--- src/rtl/prog_loader_pkg.sv ---
// Shared definitions for the program loader and the i-cache write port it feeds.
package prog_loader_pkg;

  localparam int unsigned ADDR_W_DEF     = 19;
  localparam int unsigned DEPTH_DEF      = 1024;
  localparam int unsigned ARM_CYCLES_DEF = 2;

  typedef enum logic [2:0] {
    ST_IDLE,
    ST_LOAD,
    ST_ARM,
    ST_REL,
    ST_RUN,
    ST_ERR
  } state_t;

endpackage

--- src/rtl/prog_loader.sv ---
// Streams instruction words into the core i-cache, then sequences core reset release and start.
module prog_loader
  import prog_loader_pkg::*;
#(
  parameter int unsigned ADDR_W     = ADDR_W_DEF,
  parameter int unsigned DEPTH      = DEPTH_DEF,
  parameter int unsigned ARM_CYCLES = ARM_CYCLES_DEF
) (
  input  logic              clk,
  input  logic              rst,
  input  logic              load_req,
  input  logic              go,
  input  logic              halt,
  input  logic              clear_err,
  input  logic [31:0]       s_data,
  input  logic              s_valid,
  input  logic              s_last,
  output logic              s_ready,
  output logic [31:0]       i_instruction,
  output logic [ADDR_W-1:0] i_addr,
  output logic              i_wea,
  output logic              start,
  output logic              core_rst_n,
  output logic              busy,
  output logic              err,
  output logic [ADDR_W:0]   words_loaded
);

  localparam int unsigned CNT_W = ADDR_W + 1;
  localparam int unsigned ARM_W = (ARM_CYCLES > 1) ? $clog2(ARM_CYCLES) : 1;
  localparam logic [CNT_W-1:0] LAST_ADDR = CNT_W'(DEPTH - 1);
  localparam logic [ARM_W-1:0] ARM_INIT  = ARM_W'(ARM_CYCLES - 1);

  state_t             state, state_nxt;
  logic [ARM_W-1:0]   arm_cnt, arm_nxt;
  logic [CNT_W-1:0]   words_nxt;
  logic [ADDR_W-1:0]  addr_nxt;
  logic [31:0]        instr_nxt;
  logic               wea_nxt;
  logic               ready_nxt;
  logic               start_nxt;
  logic               core_rst_n_nxt;
  logic               busy_nxt;
  logic               err_nxt;
  logic               handshake;

  // Words are only offered/accepted while the registered ready is high (LOAD only).
  assign handshake = s_valid && s_ready;

  // Next-state and next-output logic; outputs are registered from the next state.
  always_comb begin
    state_nxt = state;
    arm_nxt   = arm_cnt;
    words_nxt = words_loaded;
    addr_nxt  = i_addr;
    instr_nxt = i_instruction;
    wea_nxt   = 1'b0;

    case (state)
      ST_IDLE: begin
        if (load_req) begin
          state_nxt = ST_LOAD;
          words_nxt = '0;
        end else if (go && (words_loaded != '0)) begin
          state_nxt = ST_ARM;
          arm_nxt   = ARM_INIT;
        end
      end
      ST_LOAD: begin
        // The word counter doubles as the write address; a new load always starts at 0.
        if (handshake) begin
          wea_nxt   = 1'b1;
          addr_nxt  = ADDR_W'(words_loaded);
          instr_nxt = s_data;
          words_nxt = words_loaded + CNT_W'(1);
        end
        if (halt) begin
          state_nxt = ST_IDLE;
        end else if (handshake && s_last) begin
          state_nxt = ST_ARM;
          arm_nxt   = ARM_INIT;
        end else if (handshake && (words_loaded == LAST_ADDR)) begin
          state_nxt = ST_ERR;
        end
      end
      ST_ARM: begin
        if (arm_cnt == '0) begin
          state_nxt = ST_REL;
        end else begin
          arm_nxt = arm_cnt - ARM_W'(1);
        end
      end
      ST_REL: begin
        state_nxt = ST_RUN;
      end
      ST_RUN: begin
        if (halt) begin
          state_nxt = ST_IDLE;
        end
      end
      ST_ERR: begin
        if (clear_err) begin
          state_nxt = ST_IDLE;
          words_nxt = '0;
        end
      end
      default: begin
        state_nxt = ST_IDLE;
      end
    endcase

    ready_nxt      = (state_nxt == ST_LOAD);
    start_nxt      = (state_nxt == ST_RUN);
    core_rst_n_nxt = (state_nxt == ST_REL) || (state_nxt == ST_RUN);
    busy_nxt       = (state_nxt != ST_IDLE);
    err_nxt        = (state_nxt == ST_ERR);
  end

  // State and registered outputs.
  always_ff @(posedge clk or posedge rst) begin
    if (rst) begin
      state         <= ST_IDLE;
      arm_cnt       <= '0;
      words_loaded  <= '0;
      i_addr        <= '0;
      i_instruction <= '0;
      i_wea         <= 1'b0;
      s_ready       <= 1'b0;
      start         <= 1'b0;
      core_rst_n    <= 1'b0;
      busy          <= 1'b0;
      err           <= 1'b0;
    end else begin
      state         <= state_nxt;
      arm_cnt       <= arm_nxt;
      words_loaded  <= words_nxt;
      i_addr        <= addr_nxt;
      i_instruction <= instr_nxt;
      i_wea         <= wea_nxt;
      s_ready       <= ready_nxt;
      start         <= start_nxt;
      core_rst_n    <= core_rst_n_nxt;
      busy          <= busy_nxt;
      err           <= err_nxt;
    end
  end

endmodule

--- config.mk ---
export PLATFORM = sky130hd
export DESIGN_NAME = prog_loader
export DESIGN_NICKNAME = d
export VERILOG_FILES = /design/src/rtl/prog_loader_pkg.sv /design/src/rtl/prog_loader.sv
export SDC_FILE = /design/constraint.sdc
export NUM_CORES = 1
export LEC_CHECK = 0
export CAP_MARGIN = 20
export CORE_MARGIN = 2
export CORE_UTILIZATION = 30
export DETAILED_ROUTE_END_ITERATION = 8
export SYNTH_ARGS = -nofsm -noshare
export SYNTH_HDL_FRONTEND = slang
export SYNTH_SLANG_ARGS = --single-unit
--- constraint.sdc ---
create_clock -name clk -period 8.1 [get_ports clk]
set_clock_uncertainty 0.15 [all_clocks]
set_input_delay 1.62 -clock clk [delete_from_list [all_inputs] [get_ports clk]]
set_output_delay 1.62 -clock clk [all_outputs]
set_load 0.02 [all_outputs]
======== Word level (Yosys, flattened, before mapping) ========
Index checks and enable logic that the tools add are counted.
word-level totals
  memories ................................ 0
  output and inout port bits .............. 77
  ROM bits ................................ 0
  bits in writable memories ............... 0
  latch bits .............................. 0
  bits of input ports ..................... 40
  register bits ........................... 81
cells by class
  magnitude comparators ................... 0
  bitwise operators ....................... 0
  add/sub/neg operators ................... 2
  equal/unequal tests ..................... 17
  mux-type cells .......................... 21
  $mul .................................... 0
  reduce and logical (&&, ||, !) cells .... 13
  shift operators ......................... 0
  divide/modulo/power cells ............... 0
operators by type and width
  cell                                                                count
  20-bit two-way mux                                                  3
  20-bit case mux with 3 select lines                                 1
  3-bit two-way mux                                                   8
  20-bit by 1-bit adder with 20-bit output (second input constant)    1
  20-bit by 10-bit == test with 1-bit output (second input constant)  1
  20-bit nonzero test                                                 1
  3-bit case mux with 6 select lines                                  1
  2-bit inequality test (second input constant)                       7
  3-bit == test (second input constant)                               4
  3-bit by 2-bit == test with 1-bit output (second input constant)    3
  3-bit nonzero test                                                  3
  1-bit two-way mux                                                   7
  3-bit by 1-bit == test with 1-bit output (second input constant)    2
  5-bit AND reduction                                                 1
  1-bit logical AND                                                   4
  4-bit AND reduction                                                 1
  3-bit zero test                                                     1
  1-bit case mux with 3 select lines                                  1
  2-bit AND reduction                                                 1
  1-bit logical OR                                                    1
  1-bit subtractor (second input constant)                            1

======== Depth between registers and ports, before layout ========
Gate-level depths: netlist of the first run.
  depth in word-level cells ............... 8
  mapped depth ............................ 8
  depth with buffers taken out ............ 6

======== Worst setup path after synthesis of the first run ========
OpenSTA, ideal clock, no wires.
  path kind ............................... input -> register
  start ................................... input port s_valid
  end ..................................... register words_loaded[3]
  stages .................................. 5
  arrival time ............................ 2677 ps
  setup slack ............................. 5195 ps
  buffers on the path ..................... 1
  cell sequence ........................... and3b_1 > o221ai_2 > buf_6 > or4_1 > a21oi_1
on the way
  longest elaborated chain between the ends .. 3
ends and longest elaborated chain
  what                             RTL line            RTL
  from (decl)                      prog_loader.sv:16   input logic s_valid,
  1-bit logical AND                prog_loader.sv:48   assign handshake = s_valid && s_ready;
  2-bit inequality test (no line)  -
  4-bit AND reduction (no line)    -
  to (signal assigned)             prog_loader.sv:136  words_loaded <= words_nxt;
  to (decl)                        prog_loader.sv:26   output logic [ADDR_W:0] words_loaded
Every way passes these cells.
A chain may end at the register's enable or synchronous reset.

======== Worst setup path in the final report of the first run ========
  start ................................... input port s_valid
  end ..................................... register words_loaded[2]
The elaborated chain is that of the path after synthesis.

==> out/results.ini, run 1 <==
[yosys]
synth-edff-count=0
yosys_warnings=0
synth-simple-area-share=0.277
synthTopCellsByArea=dfrtp_1 56%, nand2_1 16%, o31ai_1 2.5%, o21ai_1 2.2%, a21oi_1 2.0%
syn_area_per_cell_sq_um=9.28
yosys.cell_types.count=47
syn_inst=387
yosys.area.top_type_share=0.564
synth_fa_ha_area_frac=0.00697
synth_xor_area_frac=0
synth_compound_area_frac=0.101
yosys-mux-area-fraction=0.00836
ys_ff_latch=81
async_reset_ff_frac=1.00
synth_fp_nets=429
ys_seq_area_frac=0.564
synth_top_area_cell=dfrtp_1
ys.flop_type=dfrtp_1
netlist_area_sq_um=3590
synth_top_family_by_area=simple AND/OR/NAND/NOR gates

[detailed_routing]
drt_iter0_drc=212
drt-pass1-iter-count=4
vias=3131
drtAntennaViolNets=0
drc_errors=0
wire_per_inst_um=14.4
via_per_inst=4.84
routed_wl_um=9350

[sta]
tightestPinTransition_ns=0.882
finalCritPeriodShare=0.449
setup_violations=0
setup_slack_ns=4.46
relSlewSlack=0.410
fin_setup_tns_ns=0
min_period_ns=3.64
slew_violations=0
max_freq_mhz=275
rsz0062_at_grt=no
hold_viol=0

[placed_design]
pre_cts_ws_ns=4.08
place_congestion=0.777
hpwlAfterDp_um=6370
port_buffers=116

[clock_network]
root_buffer=clkbuf_16
cts.path.max_buffers=2
cts_resized=0
cts.sinks=81
cts-buffers-inserted=9
cts_tree=yes
hold_buffers=0
post_cts_buffers=0
clkTransAtPathRegs_ns=0.06
htreeDepth=3
clock_latency_ns=0.33

[worst_hold_path]
min_path_cells=2
min_delay_worst_endpoint=i_addr[3]$_DFFE_PP0P_
hold_class=reg2reg
min-delay-start=i_addr[3]$_DFFE_PP0P_

[power_and_ir_drop]
leakage_nw=2.37
power_w=0.00162
p_per_area_nw_per_um2=312
ir_drop_mv=0.111

[worst_setup_path]
worst-r2r-setup-slack_ns=5.27
reg2reg_from=state[0]$_DFF_PP0_
worstPathMaxFanout=48
critPathCaptureType=flip-flop
r2r-end=words_loaded[2]$_DFFE_PP0P_
crit_chain=clkdlybuf4s50_1 > nand3_2 > inv_2 > nand2_1 > o21ai_1
crit_type=in2reg
crit_buf_inv=2
cp-start-kind=primary input
rr_worst_depth=5
worstPathArrival_ns=3.75
slowest_stage=inv_2
cp_top_family=buffers and inverters
slowest_delay_ns=0.83
worstPathRequired_ns=8.21

[finish]
drive_gt1_frac=0.0556
seqCellArea_sq_um=2030
nets=541
final_util=0.448
fillerInstances=1168
diodes=0
syn_to_final_growth_pct=44.3
multiInputGateArea_sq_um=1410

[floorplanning]
coreArea_sq_um=11600
io-pin-count=117
die_width_um=113
dieArea_sq_um=12900
start_util=0.311
rows=39
dieHeight_um=113

[global_route]
grt_remaining_overflow=0
grt_max_degree=82
track_usage=0.148
grt_pass1_wl_um=15200
antenna_found_initial=0
first_global_vias=3024

[outcome]
run_status=finished, final reports clean

[job]
max-cap-violations=0

synthesized netlist by cell type, types with 2 or more instances:
master,count
o32a_1,2
nand3_1,6
nand2_1,155
nand4_1,3
dfrtp_1,81
o21ai_1,16
nand4_2,2
and4_1,4
nor4_1,4
inv_1,11
a31oi_1,2
or3_1,4
nand3b_1,2
buf_6,2
nor2b_1,2
a21oi_1,14
o21ai_0,2
o31ai_1,12
ha_1,2
mux2i_1,3
nor3_1,2
buf_2,12
inv_2,2
clkbuf_1,4
nand2b_1,2
nor2_1,7
or4_1,9
final cells by class:
type                       count  share of cell area
clock inverter                 3              0.0126
clock buffer                  13              0.0463
multi-input combinational    274               0.272
timing repair buffer         120               0.234
tap                          143              0.0345
inverter                      13             0.00965
sequential                    81               0.391
worst min-delay path: stages (launching register included):
cell     delay (ns)
dfrtp_1        0.34
nand2_1        0.05
nand2_1        0.05
metal layers:
metal	share of wire	track usage	wire length [um]
met1	0.45	0.195	4230
met2	0.48	0.240	4490
met3	0.052	0.0319	487
met4	0.015	0.0618	139
met5	0	0	0
per-stage QoR:
step,instance area (sq um),hold slack (ns),std cells
after global placement,4850,0.307,630
after global routing,5180,0.346,647
after floorplan,3590,0.320,387
after detailed placement,4850,0.312,630
final,5180,0.323,647
after CTS,5160,0.327,646
how the worst max path moves through the flow:
stage,from,to,slack [ns],cells past startpoint
after global placement,s_valid,words_loaded[2]$_DFFE_PP0P_,4.10,5
after detailed placement,s_valid,words_loaded[2]$_DFFE_PP0P_,4.08,5
after floorplan,rst,arm_cnt$_DFFE_PP0P_,4.25,1
after CTS,s_valid,words_loaded[2]$_DFFE_PP0P_,4.43,5
final,s_valid,words_loaded[2]$_DFFE_PP0P_,4.46,5
after global routing,s_valid,words_loaded[2]$_DFFE_PP0P_,4.25,5
where the power goes:
part | internal [W] | switching [W] | total (W)
clock | 0.000270 | 0.000152 | 0.000422
sequential | 0.000504 | 0.0000758 | 0.000579
combinational | 0.000265 | 0.000351 | 0.000616
total | 0.00104 | 0.000579 | 0.00162
cells in the final DEF (no fill, tap or decap), types with 3 or more instances in the layout:
| master | netlist | final |
|---|---|---|
| clkbuf_1 | 4 | 4 |
| clkbuf_16 | 0 | 9 |
| and4_1 | 4 | 4 |
| o21ai_1 | 16 | 16 |
| nor2_1 | 7 | 7 |
| nand2_1 | 155 | 155 |
| dfrtp_1 | 81 | 81 |
| nor4_1 | 4 | 4 |
| mux2i_1 | 3 | 3 |
| a21oi_1 | 14 | 14 |
| nand3_1 | 6 | 6 |
| inv_1 | 11 | 10 |
| buf_4 | 1 | 3 |
| or4_1 | 9 | 9 |
| nand4_1 | 3 | 3 |
| o31ai_1 | 12 | 12 |
| clkdlybuf4s50_1 | 0 | 116 |
| or3_1 | 4 | 4 |
state kept, by name, indices dropped and copies added, names as in the netlist, 3 cells and up:
signal and cells:
state 3, i_addr 19, i_instruction 32, words_loaded 20
kinds of logic (layout without fill, tap and decap cells):
group	count (synthesis)	after routing
simple gates	213	213
flops	81	81
compound gates	56	56
buf+inv	32	149
mux	3	3
fa+ha+maj	2	2
(Power assumes the default switching activity.)
==> run 2, diff against run 1 <==
==> constraint.sdc (replaced) <==
create_clock -name clk -period 3 [get_ports clk]
set_clock_uncertainty 0.15 [all_clocks]
set_input_delay 0.6 -clock clk [delete_from_list [all_inputs] [get_ports clk]]
set_output_delay 0.6 -clock clk [all_outputs]
set_load 0.02 [all_outputs]
==> out/results.ini, run 2 (synthesis gave the netlist of run 1 again) <==
[outcome]
run_status=finished, final reports clean

[worst_setup_path]
critPathCaptureType=flip-flop
worst-r2r-setup-slack_ns=0.70
worstPathMaxFanout=23
cp-start-kind=flip-flop
worstPathRequired_ns=3.11
crit_type=reg2reg
worstPathArrival_ns=2.41

[sta]
max_freq_mhz=434
tightestPinTransition_ns=0.792
finalCritPeriodShare=0.768
worst_hold_slack_ns=0.324
min_period_ns=2.30
relSlewSlack=0.470
rsz0062_at_grt=no
setup_violations=0
slew_violations=0
hold_viol=0
fin_setup_tns_ns=0

[power_and_ir_drop]
leakage_nw=2.39
p_per_area_nw_per_um2=848
ir_drop_mv=0.372

[detailed_routing]
drc_errors=0
wire_per_inst_um=14.5
drt-pass1-iter-count=4
via_per_inst=4.88
drt_iter0_drc=270
drtAntennaViolNets=0
routed_wl_um=9430
vias=3159

[clock_network]
cts.path.max_buffers=2
post_cts_buffers=0
cts-buffers-inserted=9
root_buffer=clkbuf_16
hold_buffers=0
clkTransAtPathRegs_ns=0.06
cts.sinks=81
cts_tree=yes
cts_resized=0
htreeDepth=3
clock_latency_ns=0.32

[global_route]
grt_max_degree=57
track_usage=0.154
antenna_found_initial=0
grt_pass1_wl_um=16100
first_global_vias=3150
grt_remaining_overflow=0

[placed_design]
placed_area_sq_um=4890
place_congestion=0.839
port_buffers=116
hpwlAfterDp_um=6750
dp.cells=634

[floorplanning]
dieArea_sq_um=12900
rows=39
start_util=0.311
die_width_um=113
coreArea_sq_um=11600
io-pin-count=117
dieHeight_um=113

[finish]
drive_gt1_frac=0.0653
layout_commonest_cell=nand2_1
largest_reg_flops=32
diodes=0
regMostFlops=i_instruction
syn_to_final_growth_pct=45.1
seqCellArea_sq_um=2030
fin_area_sq_um=5210
fillerInstances=1129
reg.largest.list=i_instruction (32), words_loaded (20), i_addr (19)
final_util=0.451
nets=544
final_cell_mix=155 x nand2_1, 116 x clkdlybuf4s50_1, 81 x dfrtp_1
stdcell_count=648
multiInputGateArea_sq_um=1410

[worst_hold_path]
hold_class=reg2reg

[job]
max-cap-violations=0

==> run 2: cell type report <==
class	count	share of cell area
sequential	81	0.389
multi-input combinational	274	0.271
timing repair buffer	123	0.235
clock buffer	11	0.0485
tap	143	0.0343
clock inverter	3	0.0125
inverter	13	0.00960
==> run 2: through the flow <==
step / total power, W / setup WS [ns]
after detailed placement: 0.00328 / 0.379
after CTS: 0.00447 / 0.658
after global routing: 0.00469 / 0.536
after global placement: 0.00325 / 0.409
after floorplan: 0.00255 / 0.170
final: 0.00442 / 0.697
==> run 2: layer usage <==
layer | up-vias | part of all wire | track usage
met5 | - | 0 | 0
met4 | 0 | 0.010 | 0.0439
met3 | 12 | 0.058 | 0.0324
met2 | 98 | 0.48 | 0.252
met1 | 1509 | 0.45 | 0.209
li1 | 1540 | - | -
==> run 2: report_power, final <==
part           total [W]  leakage [nW]  internal, W  switching (W)
clock            0.00117         0.157     0.000763       0.000409
sequential       0.00156          1.08      0.00136       0.000197
combinational    0.00169          1.16     0.000735       0.000953
==> run 2: final timing paths <==
kind	startpoint	end	cells past startpoint
hold reg to reg	i_addr[12]$_DFFE_PP0P_	i_addr[12]$_DFFE_PP0P_	2
max in group asynchronous	rst	words_loaded[12]$_DFFE_PP0P_	3
hold / removal	i_addr[12]$_DFFE_PP0P_	i_addr[12]$_DFFE_PP0P_	2
setup / recovery	state[0]$_DFF_PP0_	i_instruction[14]$_DFFE_PP0P_	6
setup reg to reg	state[0]$_DFF_PP0_	i_instruction[14]$_DFFE_PP0P_	6
min in group asynchronous	rst	i_instruction[10]$_DFFE_PP0P_	2
==> run 2: worst max-delay path, stage by stage (launching register included) <==
cell     delay (ns)
dfrtp_1        0.59
nor3b_4        0.42
nand3_2        0.23
inv_2          0.41
buf_4          0.30
nand2_1        0.07
nand2_1        0.06
==> RTL edit, RTL diff (settings of run 2) <==
The package constant `ADDR_W_DEF` goes from 19 to 15.
--- a/src/rtl/prog_loader_pkg.sv
+++ b/src/rtl/prog_loader_pkg.sv
@@ -1,7 +1,7 @@
 // Shared definitions for the program loader and the i-cache write port it feeds.
 package prog_loader_pkg;
 
-  localparam int unsigned ADDR_W_DEF     = 19;
+  localparam int unsigned ADDR_W_DEF     = 15;
   localparam int unsigned DEPTH_DEF      = 1024;
   localparam int unsigned ARM_CYCLES_DEF = 2;
 
Ports: changed (resized i_addr and words_loaded); port bits go from 117 to 109. No check against the original RTL was run, so the function may have changed too.
==> RTL edit against run 2 <==
- wire length is 16% lower
- sequential power shrank 8%
- worst setup slack got worse by 21 ps
- via count decreased by 18%
- power shrank 8.7%
- fmax decreased by 0.91%
- synthesized cell count decreased by 12%
- cell area fell by 11%
- sequential cell count down 8
- combinational power is 4% lower
- non-clock buffer count shrank 9
- synthesized area decreased by 12%
- highest routed layer unchanged
==> RTL edit: results (changes against run 2) <==
metric,value,unit,change
worst-path maximum fanout,14,,-39%
Detail Placement HPWL,5.41,mm,-20%
sequential fraction of the synthesis area,58.0,%,+1.6 points
Worst-Margin Slew,575,ps,-217 ps
Worst R2R Setup Slack,870,ps,+170 ps
result of the run,completed,,
IO Port Bufs,108,,-6.9%
nets@finish,491,,-9.7%
Area contributors post-synth,"dfrtp_1 (58%), nand2_1 (17%), xnor2_1 (3.1%), nor2_1 (1.9%), o21ai_0 (1.4%)",,
Worst-Skew Late Latency,340,ps,+20 ps
reg2reg start,state[2],,
share of layout cells above drive strength 1,7.49,%,+0.95 points
ys flop type,dfrtp_1,,
Top Family by Delay on Critical Path,buffers and inverters,,
HP Start,i_addr[6],,
final hold slack,323,ps,-0.814 ps
Worst R2R Path Depth,5,,-1
number of global-route vias before repair,2631,,-16%
synthesized net count,381,,-11%
hold-critical path endpoint,i_addr[6],,
leakage,2.14,nW,-11%
fill count,998,,-12%
Root Driver,clkbuf_8,,
Worst Hold Path Cells,2,,unchanged
routed wire length,7.90,mm,-16%
Clock Path Buffers,2,,unchanged
mean number of vias per cell,4.41,,-9.6%
Syn. warnings,0,,unchanged
GRT Util Overall,14.3,%,-1.1 points
largest net degree at the start of global routing,74,,+30%
number of library cell types mapped by synthesis,40,,-15%
routability congestion estimate,0.795,,-5.3%
drt initial violations,114,,-58%
Reg-to-Reg End,words_loaded[13],,
"slowest stage delay, CP",600,ps,
synth cell count leaders,"nand2_1 (144), dfrtp_1 (73), nor2_1 (16), xnor2_1 (11)",,
worst vdd ir,0.471,mV,+27%
Top Registers,"i_instruction (32), words_loaded (16), i_addr (15)",,
wire length of the first global-routing pass,13.0,mm,-20%
"Max stage delay cell, worst path",clkdlybuf4s50_1,,
==> RTL edit: cell count changes after synthesis, moves of 4 or more <==
cell | run 2 | this run
a21oi_1 | 14 | 3
buf_2 | 12 | 5
dfrtp_1 | 81 | 73
nand2_1 | 155 | 144
nor2_1 | 7 | 16
nor3_1 | 2 | 6
o21ai_0 | 2 | 9
o21ai_1 | 16 | 0
o31ai_1 | 12 | 1
or4_1 | 9 | 0
xnor2_1 | 0 | 11
==> RTL edit: logic make-up after synthesis <==
family | after synthesis | share of synthesized area, %
AO/OA/AOI/OAI | 20 | 4.09
XOR/XNOR | 11 | 3.06
adder cells (fa/ha/maj) | 2 | 0.795
buffers and inverters | 25 | 4.13
flip-flops | 73 | 58.0
multiplexers | 2 | 0.636
AND/OR/NAND/NOR | 206 | 29.3
==> RTL edit: where the power goes <==
| part | internal [mW] | total (mW) | switching, mW |
|---|---|---|---|
| combinational | 0.735 | 1.63 | 0.891 |
| clock | 0.600 | 0.967 | 0.366 |
| sequential | 1.25 | 1.44 | 0.189 |
==> RTL edit: area by class of cell <==
type	count	area (um2)	area share [%]
tap	136	170	3.66
clock inverter	4	98.8	2.13
sequential	73	1830	39.3
multi-input combinational	241	1190	25.7
clock buffer	12	155	3.34
inverter	10	37.5	0.808
timing repair buffer	114	1160	25.1
==> RTL edit: worst max-delay path by stage <==
stage	from	end	cells after the start
after global placement	s_valid	words_loaded[15]	6
after global routing	s_valid	words_loaded[13]	6
after detailed placement	s_valid	words_loaded[13]	6
final	s_valid	words_loaded[13]	6
after CTS	s_valid	words_loaded[13]	6
after floorplan	rst	arm_cnt	1
==> RTL edit: metal layers <==
metal / GRT usage, % / part of all wire (%) / vias to the layer above
met5: 0 / 0 / -
met4: 4.82 / 1.3 / 0
met3: 4.60 / 8.0 / 13
met2: 22.2 / 45 / 89
met1: 19.0 / 46 / 1195
li1: - / - / 1303
==> RTL edit: worst register-to-register path, delay by kind of cell (launching register included) <==
family	cells	cell delay, ps
compound gates	1	550
xor+xnor	1	180
flops	1	500
simple gates	3	640
==> RTL edit: through the flow <==
stage | instance area (um2) | std cells | worst slack (ps)
global route | 4640 | 590 | 564
detailed placement | 4390 | 574 | 324
CTS | 4640 | 590 | 687
floorplan | 3150 | 339 | 397
global placement | 4390 | 574 | 357
finish | 4640 | 590 | 676
